===== config.mk =====
export PLATFORM = sky130hd
export DESIGN_NAME = theta_scan_gen_flat
export DESIGN_NICKNAME = d
export VERILOG_FILES = /design/src/rtl/theta_scan_gen_pkg.sv /design/src/rtl/theta_scan_gen_if.sv /design/src/rtl/theta_scan_gen_div.sv /design/src/rtl/theta_scan_gen.sv /design/src/flat_wrapper.sv
export SDC_FILE = /design/constraint.sdc
export NUM_CORES = 1
export LEC_CHECK = 0
export ABC_AREA = 1
export BUFFER_PORTS_ARGS = -buffer_cell sky130_fd_sc_hd__buf_2
export CORE_MARGIN = 3
export CORE_UTILIZATION = 30
export DETAILED_ROUTE_END_ITERATION = 7
export PLACE_DENSITY = 0.55
export SLEW_MARGIN = 10
export SYNTH_ARGS = -nofsm -noshare
export SYNTH_HDL_FRONTEND = slang
export SYNTH_SLANG_ARGS = --single-unit

===== constraint.sdc =====
create_clock -name clk_i -period 10.8 [get_ports clk_i]
set_input_delay 0 -clock clk_i [delete_from_list [all_inputs] [get_ports clk_i]]
set_output_delay 0 -clock clk_i [all_outputs]
set_load 0.03 [all_outputs]

===== src/rtl/theta_scan_gen_pkg.sv =====
// Shared definitions for the mirror-scan ratio generator: default fixed-point
// widths, the +1.0 / -1.0 constants and the controller state encoding.
package theta_pkg;

    localparam int unsigned FRAC_W_DEF  = 32;
    localparam int unsigned INT_W_DEF   = 2;
    localparam int unsigned RATIO_W_DEF = INT_W_DEF + FRAC_W_DEF;

    // +1.0 and -1.0 in signed Q(INT_W_DEF).(FRAC_W_DEF)
    localparam logic [RATIO_W_DEF-1:0] ONE_FX     = RATIO_W_DEF'(1) << FRAC_W_DEF;
    localparam logic [RATIO_W_DEF-1:0] NEG_ONE_FX = RATIO_W_DEF'(0) - ONE_FX;

    typedef enum logic [1:0] {
        ST_IDLE = 2'd0,
        ST_DIV  = 2'd1,
        ST_RUN  = 2'd2
    } theta_state_e;

endpackage


===== src/rtl/theta_scan_gen_if.sv =====
// Configuration and sample-stream bundle between the scan sequencer (master)
// and the ratio generator (slave).
interface theta_scan_gen_if
    import theta_pkg::*;
#(
    parameter int unsigned PTS_W   = 16,
    parameter int unsigned LINE_W  = 16,
    parameter int unsigned RATIO_W = RATIO_W_DEF
);
    logic               cfg_valid_i;
    logic               cfg_ready_o;
    logic [PTS_W-1:0]   cfg_points_i;
    logic [LINE_W-1:0]  cfg_lines_i;
    logic               cfg_bidir_i;
    logic               cfg_err_o;
    logic               abort_i;
    logic               busy_o;
    logic               out_valid_o;
    logic               out_ready_i;
    logic [RATIO_W-1:0] ratio_o;
    logic [PTS_W-1:0]   index_o;
    logic [LINE_W-1:0]  line_o;
    logic               eol_o;
    logic               done_o;

    modport slave (
        input  cfg_valid_i, cfg_points_i, cfg_lines_i, cfg_bidir_i,
        input  abort_i, out_ready_i,
        output cfg_ready_o, cfg_err_o, busy_o,
        output out_valid_o, ratio_o, index_o, line_o, eol_o, done_o
    );

    modport master (
        output cfg_valid_i, cfg_points_i, cfg_lines_i, cfg_bidir_i,
        output abort_i, out_ready_i,
        input  cfg_ready_o, cfg_err_o, busy_o,
        input  out_valid_o, ratio_o, index_o, line_o, eol_o, done_o
    );

endinterface


===== src/rtl/theta_scan_gen_div.sv =====
// Restoring unsigned divider, one quotient bit per cycle, W cycles per
// division. done_o is high during the cycle that computes the final bit, so
// quotient_o holds the finished result from the following cycle on and keeps
// it until the next start or clear.
module fixed_seq_div #(
    parameter int unsigned W = 34
) (
    input  logic         clk_i,
    input  logic         rst_i,
    input  logic         clear_i,
    input  logic         start_i,
    input  logic [W-1:0] dividend_i,
    input  logic [W-1:0] divisor_i,
    output logic         done_o,
    output logic [W-1:0] quotient_o
);
    localparam int unsigned CW = $clog2(W + 1);

    logic [W-1:0]  rem_q, rem_d;
    logic [W-1:0]  quo_q, quo_d;
    logic [W-1:0]  dvs_q;
    logic [CW-1:0] cnt_q;
    logic [W:0]    rem_sh;
    logic [W:0]    diff;

    // One restoring step: shift in the next dividend bit, subtract if it fits
    always_comb begin
        rem_sh = {rem_q, quo_q[W-1]};
        diff   = rem_sh - {1'b0, dvs_q};
        rem_d  = rem_sh[W-1:0];
        quo_d  = {quo_q[W-2:0], 1'b0};
        if (!diff[W]) begin
            rem_d = diff[W-1:0];
            quo_d = {quo_q[W-2:0], 1'b1};
        end
    end

    // Iteration registers; clear wins over start, start restarts any division
    always_ff @(posedge clk_i or posedge rst_i) begin
        if (rst_i) begin
            rem_q <= '0;
            quo_q <= '0;
            dvs_q <= '0;
            cnt_q <= '0;
        end else if (clear_i) begin
            rem_q <= '0;
            quo_q <= '0;
            dvs_q <= '0;
            cnt_q <= '0;
        end else if (start_i) begin
            rem_q <= '0;
            quo_q <= dividend_i;
            dvs_q <= divisor_i;
            cnt_q <= CW'(W);
        end else if (cnt_q != '0) begin
            rem_q <= rem_d;
            quo_q <= quo_d;
            cnt_q <= cnt_q - CW'(1);
        end
    end

    assign done_o     = (cnt_q == CW'(1));
    assign quotient_o = quo_q;

endmodule


===== src/rtl/theta_scan_gen.sv =====
// Mirror-scan ratio generator: computes step = 2/(N-1) once per configuration
// with the sequential divider, then streams r(i) = 1 - 2i/(N-1) per point and
// line by accumulation, in sawtooth or triangle order, with backpressure.
module theta_scan_gen
    import theta_pkg::*;
#(
    parameter int unsigned FRAC_W = FRAC_W_DEF,
    parameter int unsigned INT_W  = INT_W_DEF,
    parameter int unsigned PTS_W  = 16,
    parameter int unsigned LINE_W = 16
) (
    input logic             clk_i,
    input logic             rst_i,
    theta_scan_gen_if.slave bus
);
    localparam int unsigned RATIO_W = INT_W + FRAC_W;
    localparam int unsigned STEP_W  = FRAC_W + 2;

    localparam logic [RATIO_W-1:0] ONE_R     = RATIO_W'(1) << FRAC_W;
    localparam logic [RATIO_W-1:0] NEG_ONE_R = RATIO_W'(0) - ONE_R;
    localparam logic [STEP_W-1:0]  TWO_FX    = STEP_W'(2) << FRAC_W;

    theta_state_e state_q, state_d;

    logic [PTS_W-1:0]   last_idx_q;
    logic [LINE_W-1:0]  lines_q;
    logic               bidir_q;
    logic               cfg_err_q;
    logic               busy_q;

    logic               out_valid_q, out_valid_d;
    logic [RATIO_W-1:0] ratio_q, ratio_d;
    logic [PTS_W-1:0]   index_q, index_d;
    logic [LINE_W-1:0]  line_q, line_d;
    logic               eol_q, eol_d;
    logic               done_q, done_d;

    logic               cfg_ok;
    logic               cfg_take;
    logic               cfg_reject;
    logic               accept;
    logic               div_done;
    logic [STEP_W-1:0]  step;
    logic [STEP_W-1:0]  div_divisor;
    logic [RATIO_W-1:0] step_r;
    logic [PTS_W-1:0]   idx_nxt;
    logic               nxt_last;
    logic               rev_cur;
    logic               rev_nxt_line;
    logic               last_line;

    assign cfg_ok      = (bus.cfg_points_i >= PTS_W'(2));
    assign div_divisor = STEP_W'(bus.cfg_points_i) - STEP_W'(1);

    fixed_seq_div #(
        .W(STEP_W)
    ) u_div (
        .clk_i      (clk_i),
        .rst_i      (rst_i),
        .clear_i    (bus.abort_i),
        .start_i    (cfg_take),
        .dividend_i (TWO_FX),
        .divisor_i  (div_divisor),
        .done_o     (div_done),
        .quotient_o (step)
    );

    // Controller state register
    always_ff @(posedge clk_i or posedge rst_i) begin
        if (rst_i) state_q <= ST_IDLE;
        else       state_q <= state_d;
    end

    // Next state and handshake decisions; abort overrides everything
    always_comb begin
        state_d    = state_q;
        cfg_take   = 1'b0;
        cfg_reject = 1'b0;
        accept     = 1'b0;
        case (state_q)
            ST_IDLE: begin
                cfg_take   = bus.cfg_valid_i & cfg_ok;
                cfg_reject = bus.cfg_valid_i & ~cfg_ok;
                if (cfg_take) state_d = ST_DIV;
            end
            ST_DIV: begin
                if (div_done) state_d = ST_RUN;
            end
            ST_RUN: begin
                accept = out_valid_q & bus.out_ready_i;
                if (accept && done_q) state_d = ST_IDLE;
            end
            default: state_d = ST_IDLE;
        endcase
        if (bus.abort_i) begin
            state_d    = ST_IDLE;
            cfg_take   = 1'b0;
            cfg_reject = 1'b0;
            accept     = 1'b0;
        end
    end

    // Latched configuration, reject pulse and registered busy flag
    always_ff @(posedge clk_i or posedge rst_i) begin
        if (rst_i) begin
            last_idx_q <= '0;
            lines_q    <= '0;
            bidir_q    <= 1'b0;
            cfg_err_q  <= 1'b0;
            busy_q     <= 1'b0;
        end else begin
            if (cfg_take) begin
                last_idx_q <= bus.cfg_points_i - PTS_W'(1);
                lines_q    <= bus.cfg_lines_i;
                bidir_q    <= bus.cfg_bidir_i;
            end
            cfg_err_q <= cfg_reject;
            busy_q    <= (state_d != ST_IDLE);
        end
    end

    // Next sample: accumulate within a line, force the endpoint, reload at eol
    always_comb begin
        step_r       = RATIO_W'(step);
        idx_nxt      = index_q + PTS_W'(1);
        nxt_last     = (idx_nxt == last_idx_q);
        rev_cur      = bidir_q & line_q[0];
        rev_nxt_line = bidir_q & ~line_q[0];
        last_line    = (lines_q != '0) && (line_q == lines_q - LINE_W'(1));

        out_valid_d = out_valid_q;
        ratio_d     = ratio_q;
        index_d     = index_q;
        line_d      = line_q;
        eol_d       = eol_q;
        done_d      = done_q;

        if (state_q == ST_DIV && div_done) begin
            out_valid_d = 1'b1;
            ratio_d     = ONE_R;
            index_d     = '0;
            line_d      = '0;
            eol_d       = 1'b0;
            done_d      = 1'b0;
        end else if (accept) begin
            if (eol_q) begin
                if (done_q) begin
                    out_valid_d = 1'b0;
                end else begin
                    // N >= 2, so point 0 of the new line is never the last one
                    index_d = '0;
                    line_d  = line_q + LINE_W'(1);
                    ratio_d = rev_nxt_line ? NEG_ONE_R : ONE_R;
                    eol_d   = 1'b0;
                    done_d  = 1'b0;
                end
            end else begin
                index_d = idx_nxt;
                eol_d   = nxt_last;
                done_d  = nxt_last & last_line;
                if (nxt_last)     ratio_d = rev_cur ? ONE_R : NEG_ONE_R;
                else if (rev_cur) ratio_d = ratio_q + step_r;
                else              ratio_d = ratio_q - step_r;
            end
        end

        if (bus.abort_i) out_valid_d = 1'b0;
    end

    // Output register slice; holds while stalled since nothing is accepted
    always_ff @(posedge clk_i or posedge rst_i) begin
        if (rst_i) begin
            out_valid_q <= 1'b0;
            ratio_q     <= '0;
            index_q     <= '0;
            line_q      <= '0;
            eol_q       <= 1'b0;
            done_q      <= 1'b0;
        end else begin
            out_valid_q <= out_valid_d;
            ratio_q     <= ratio_d;
            index_q     <= index_d;
            line_q      <= line_d;
            eol_q       <= eol_d;
            done_q      <= done_d;
        end
    end

    assign bus.cfg_ready_o = (state_q == ST_IDLE);
    assign bus.cfg_err_o   = cfg_err_q;
    assign bus.busy_o      = busy_q;
    assign bus.out_valid_o = out_valid_q;
    assign bus.ratio_o     = ratio_q;
    assign bus.index_o     = index_q;
    assign bus.line_o      = line_q;
    assign bus.eol_o       = eol_q;
    assign bus.done_o      = done_q;

endmodule

===== src/flat_wrapper.sv =====
// flat-port wrapper written by rule: the top's interface ports become plain ports
module theta_scan_gen_flat import theta_pkg::*;
#(
    parameter int unsigned FRAC_W = FRAC_W_DEF,
    parameter int unsigned INT_W  = INT_W_DEF,
    parameter int unsigned PTS_W  = 16,
    parameter int unsigned LINE_W = 16
)
  (clk_i, rst_i, bus_cfg_valid_i, bus_cfg_points_i, bus_cfg_lines_i, bus_cfg_bidir_i, bus_abort_i, bus_out_ready_i, bus_cfg_ready_o, bus_cfg_err_o, bus_busy_o, bus_out_valid_o, bus_ratio_o, bus_index_o, bus_line_o, bus_eol_o, bus_done_o);
  theta_scan_gen_if #(.PTS_W(PTS_W), .LINE_W(LINE_W)) bus_i ();
  input logic clk_i;
  input logic rst_i;
  input wire logic [$bits(bus_i.cfg_valid_i)-1:0] bus_cfg_valid_i;
  input wire logic [$bits(bus_i.cfg_points_i)-1:0] bus_cfg_points_i;
  input wire logic [$bits(bus_i.cfg_lines_i)-1:0] bus_cfg_lines_i;
  input wire logic [$bits(bus_i.cfg_bidir_i)-1:0] bus_cfg_bidir_i;
  input wire logic [$bits(bus_i.abort_i)-1:0] bus_abort_i;
  input wire logic [$bits(bus_i.out_ready_i)-1:0] bus_out_ready_i;
  output wire logic [$bits(bus_i.cfg_ready_o)-1:0] bus_cfg_ready_o;
  output wire logic [$bits(bus_i.cfg_err_o)-1:0] bus_cfg_err_o;
  output wire logic [$bits(bus_i.busy_o)-1:0] bus_busy_o;
  output wire logic [$bits(bus_i.out_valid_o)-1:0] bus_out_valid_o;
  output wire logic [$bits(bus_i.ratio_o)-1:0] bus_ratio_o;
  output wire logic [$bits(bus_i.index_o)-1:0] bus_index_o;
  output wire logic [$bits(bus_i.line_o)-1:0] bus_line_o;
  output wire logic [$bits(bus_i.eol_o)-1:0] bus_eol_o;
  output wire logic [$bits(bus_i.done_o)-1:0] bus_done_o;
  assign bus_i.cfg_valid_i = bus_cfg_valid_i;
  assign bus_i.cfg_points_i = bus_cfg_points_i;
  assign bus_i.cfg_lines_i = bus_cfg_lines_i;
  assign bus_i.cfg_bidir_i = bus_cfg_bidir_i;
  assign bus_i.abort_i = bus_abort_i;
  assign bus_i.out_ready_i = bus_out_ready_i;
  assign bus_cfg_ready_o = bus_i.cfg_ready_o;
  assign bus_cfg_err_o = bus_i.cfg_err_o;
  assign bus_busy_o = bus_i.busy_o;
  assign bus_out_valid_o = bus_i.out_valid_o;
  assign bus_ratio_o = bus_i.ratio_o;
  assign bus_index_o = bus_i.index_o;
  assign bus_line_o = bus_i.line_o;
  assign bus_eol_o = bus_i.eol_o;
  assign bus_done_o = bus_i.done_o;
  theta_scan_gen #(.FRAC_W(FRAC_W), .INT_W(INT_W), .PTS_W(PTS_W), .LINE_W(LINE_W)) u_core (.clk_i(clk_i), .rst_i(rst_i), .bus(bus_i));
endmodule

==> results.yml <==
outcome:
  status: "completed"
finish:
  finalInstanceArea_um2: 16800
  utilization: 0.350
  nNetsFinal: 2360
  fin_cells: 2872
  drive_above_1_share: 0.0877
  area_growth_pct: 14.8
  multi_input_area_um2: 8380
  ff_latch_area_um2: 4930
  fillCellCount: 5117
  diodes: 0
placement:
  dpl.cell_count: 2803
  dp_hpwl_mm: 34.5
  placed_area_um2: 15800
  gp_congestion: 0.905
  portBuffers: 109
route:
  wl_per_cell_um: 15.4
  drt_iter0_drc: 1028
  remaining_drc_errors: 0
  wl_mm: 44.4
  post_drt_via_cell_ratio: 4.83
  ant_nets: 0
  dr.pass1.iters: 5
  vias: 13900
timing:
  fin_tns_setup_ns: 0
  min_period_over_period: 0.356
  min_period_ns: 3.85
  rsz0062_at_grt: "no"
  skew_ns: 0.0176
  maxSlewViolCount: 0
  tightest_slew_ns: 1.09
  max_slew_margin: 0.272
  fmax_mhz: 260
  setup_violations: 0
  hold_viol: 0
critical_path:
  crit_type: "reg -> reg"
  crit_required_ns: 11.22
  slowest_delay_ns: 0.44
  cp_top_family: "simple AND/OR/NAND/NOR gates"
  crit_buf_inv: 3
  timing.reg2reg.setup_slack_ns: 6.95
  cp-end-kind: "flip-flop"
  crit_path_frequent_cell: "nand2_1"
  startpoint_type: "flip-flop"
  cp_data_arrival_time_ns: 4.27
  r2r_start: "u_core.u_div.quotient_o[0]"
  crit_path_top_delay_cell: "ha_1"
  cp_max_fo: 7
  ff2ff_path_depth: 23
  path_cells: "inv_1 -> ha_1 -> inv_1 -> nor3_1 -> nand2_1 -> nor2_1 -> nand3_1 -> nor2_1 -> nand3_1 -> o21ai_2 -> o21ai_0 -> xor2_1 -> ha_1 -> nand2_1 -> nor2_1 -> inv_1 -> nor4_1 -> nand2_1 -> nand2_1 -> nand2_1 -> nand3_1 -> nand2_1 -> a21oi_1"
  rr_endpoint: "u_core.bus.ratio_o[33]"
flow_run:
  drv_cap: 0
floorplanning:
  rows: 80
  die-area_um2: 51400
  dieWidth_um: 227
  io_pins: 110
  start_util: 0.305
  core_area_um2: 47900
  die_h_um: 227
clock_tree:
  clk_pin_slew_worst_paths_ns: 0.08
  numCtsBuffers: 17
  clkSinkCount: 197
  insertion_delay_ns: 0.50
  cts_tree: "yes"
  cts_setup_buffers: 0
  cts_max_level: 4
  clockBufferDepth: 2
  cts-root-buf: "clkbuf_16"
global_routing:
  grt_pass1_vias: 13300
  grt_pass1_wl_mm: 72.0
  antenna_found_initial: 0
  grt_max_degree: 120
  overflow: 0
  track_usage: 0.177
synthesis:
  yosys.area.top_type_share: 0.337
  ys_seq_area_frac: 0.337
  ys.flop_type: "dfrtp_1"
  synth_area_leader_cell: "dfrtp_1"
  yosys-top-cells-area: "dfrtp_1 34%, nand2_1 15%, inv_1 7.1%"
  synthesis.area_um2: 14600
  synth_most_common_cell: "nand2_1"
  netlist_instances: 2111
  synthArstFlopShare: 1.00
  synth_nets: 2226
  synth_common_cells: "582 x nand2_1, 278 x inv_1, 197 x dfrtp_1, 188 x nor2_1, 159 x nand3_1"
  yosysWarnings: 0
  synth_enable_flop_cells: 0
  synth_seq_cells: 197
  synth_area_per_cell_um2: 6.92
  ys_types: 50
power_and_ir_drop:
  power.static_leakage_nw: 8.62
  power_mw: 4.25
  pwr_density_cell_nw_per_um2: 254
  peakVddDrop_v: 0.000126
hold_path:
  hp-class: "in -> reg"
  hold_path_depth: 4
  hold_end: "u_core.last_idx_q[4]"
  holdCritStartpoint: "bus_cfg_points_i[4]"
[area by class of cell]
class / instances / area share
clock inverters: 14 / 0.0124
repair buffers: 153 / 0.0579
multi-input cells: 1587 / 0.500
well taps: 615 / 0.0459
clock buffers: 17 / 0.0254
inverters: 289 / 0.0651
flip-flops and latches: 197 / 0.294
[per-layer routing]
| layer | part of all wire | track usage | vias up | routed length [µm] |
|---|---|---|---|---|
| li1 | - | - | 7141 | - |
| met1 | 0.48 | 0.240 | 6451 | 21400 |
| met4 | 0.021 | 0.0534 | 0 | 913 |
| met2 | 0.45 | 0.279 | 238 | 19800 |
| met3 | 0.050 | 0.0414 | 50 | 2200 |
| met5 | 0 | 0 | - | 0 |
[worst max-delay path by stage]
| stage | startpoint | end | slack (ns) | cells past startpoint |
|---|---|---|---|---|
| floorplan | rst_i | u_core.bidir_q | 5.43 | 1 |
| global placement | u_core.u_div.quotient_o[0] | u_core.bus.ratio_o[32] | 7.00 | 25 |
| detailed placement | u_core.u_div.quotient_o[0] | u_core.bus.ratio_o[33] | 7.00 | 23 |
| CTS | u_core.u_div.quotient_o[0] | u_core.bus.ratio_o[33] | 6.97 | 23 |
| global route | u_core.u_div.quotient_o[0] | u_core.bus.ratio_o[33] | 6.56 | 23 |
| finish | u_core.u_div.quotient_o[0] | u_core.bus.ratio_o[33] | 6.95 | 23 |
[state kept, by name (all words and copies together) (netlist names), 2 cells and up]
name,cells
u_core.bus.index_o,16
u_core.bus.line_o,16
u_core.u_div.quotient_o,34
u_core.state_q,2
u_core.u_div.cnt_q,6
u_core.u_div.rem_q,34
u_core.last_idx_q,16
u_core.lines_q,16
u_core.bus.ratio_o,34
u_core.u_div.dvs_q,17
[power by group]
part           leakage [nW]  internal, mW  total [mW]  switching [mW]
Combinational          5.69         0.855        2.54            1.69
Sequential             2.63         0.884        1.01           0.130
Clock                 0.301         0.338       0.697           0.359
Total                  8.62          2.08        4.25            2.18
[placed cells by master, fill, tap and decap left out, types with 7 or more instances in the layout]
| cell | count |
|---|---|
| nor4_1 | 10 |
| dfrtp_1 | 197 |
| buf_2 | 109 |
| nor2_1 | 188 |
| a21o_1 | 13 |
| o21ai_0 | 140 |
| clkbuf_16 | 17 |
| inv_2 | 7 |
| nand2_1 | 582 |
| ha_1 | 75 |
| a21oi_1 | 107 |
| xnor2_1 | 34 |
| dlygate4sd3_1 | 38 |
| o21ai_2 | 11 |
| inv_1 | 277 |
| nand4_1 | 26 |
| nor3_1 | 45 |
| xor2_1 | 74 |
| o21bai_1 | 10 |
| nand3_1 | 159 |
| o22ai_1 | 43 |
| nand2_2 | 9 |
[metrics by stage]
| stage | worst slack [ns] | hold slack, ns |
|---|---|---|
| 3_3_place_gp | 7.00 | 0.213 |
| 5_1_grt | 6.56 | 0.0630 |
| 4_1_cts | 6.97 | 0.000721 |
| 2_1_floorplan | 5.43 | 0.0631 |
| 3_5_place_dp | 7.00 | 0.212 |
| 6_report | 6.95 | 0.0499 |
[tightest hold or removal path: stages]
cell and delay (ns):
buf_2 0.12, nor2_1 0.09, o21ai_0 0.18, o21ai_0 0.11
[kinds of logic (layout without fill, tap and decap cells)]
kind of cell             Yosys count  in the layout  share of synthesized area
adder cells (fa/ha/maj)           77             77                     0.0670
flip-flops                       197            197                      0.337
XOR/XNOR                         109            109                     0.0663
AND/OR/NAND/NOR                 1052           1052                      0.307
AO/OA/AOI/OAI                    349            349                      0.134
buffers and inverters            327            473                     0.0891
[timing repair]
action,4_1_cts,5_1_grt
hold buffers,38,0
hold endpoints to repair,173,0
gates resized for setup,0,0
No activity file was read; power rests on OpenSTA's default activity.
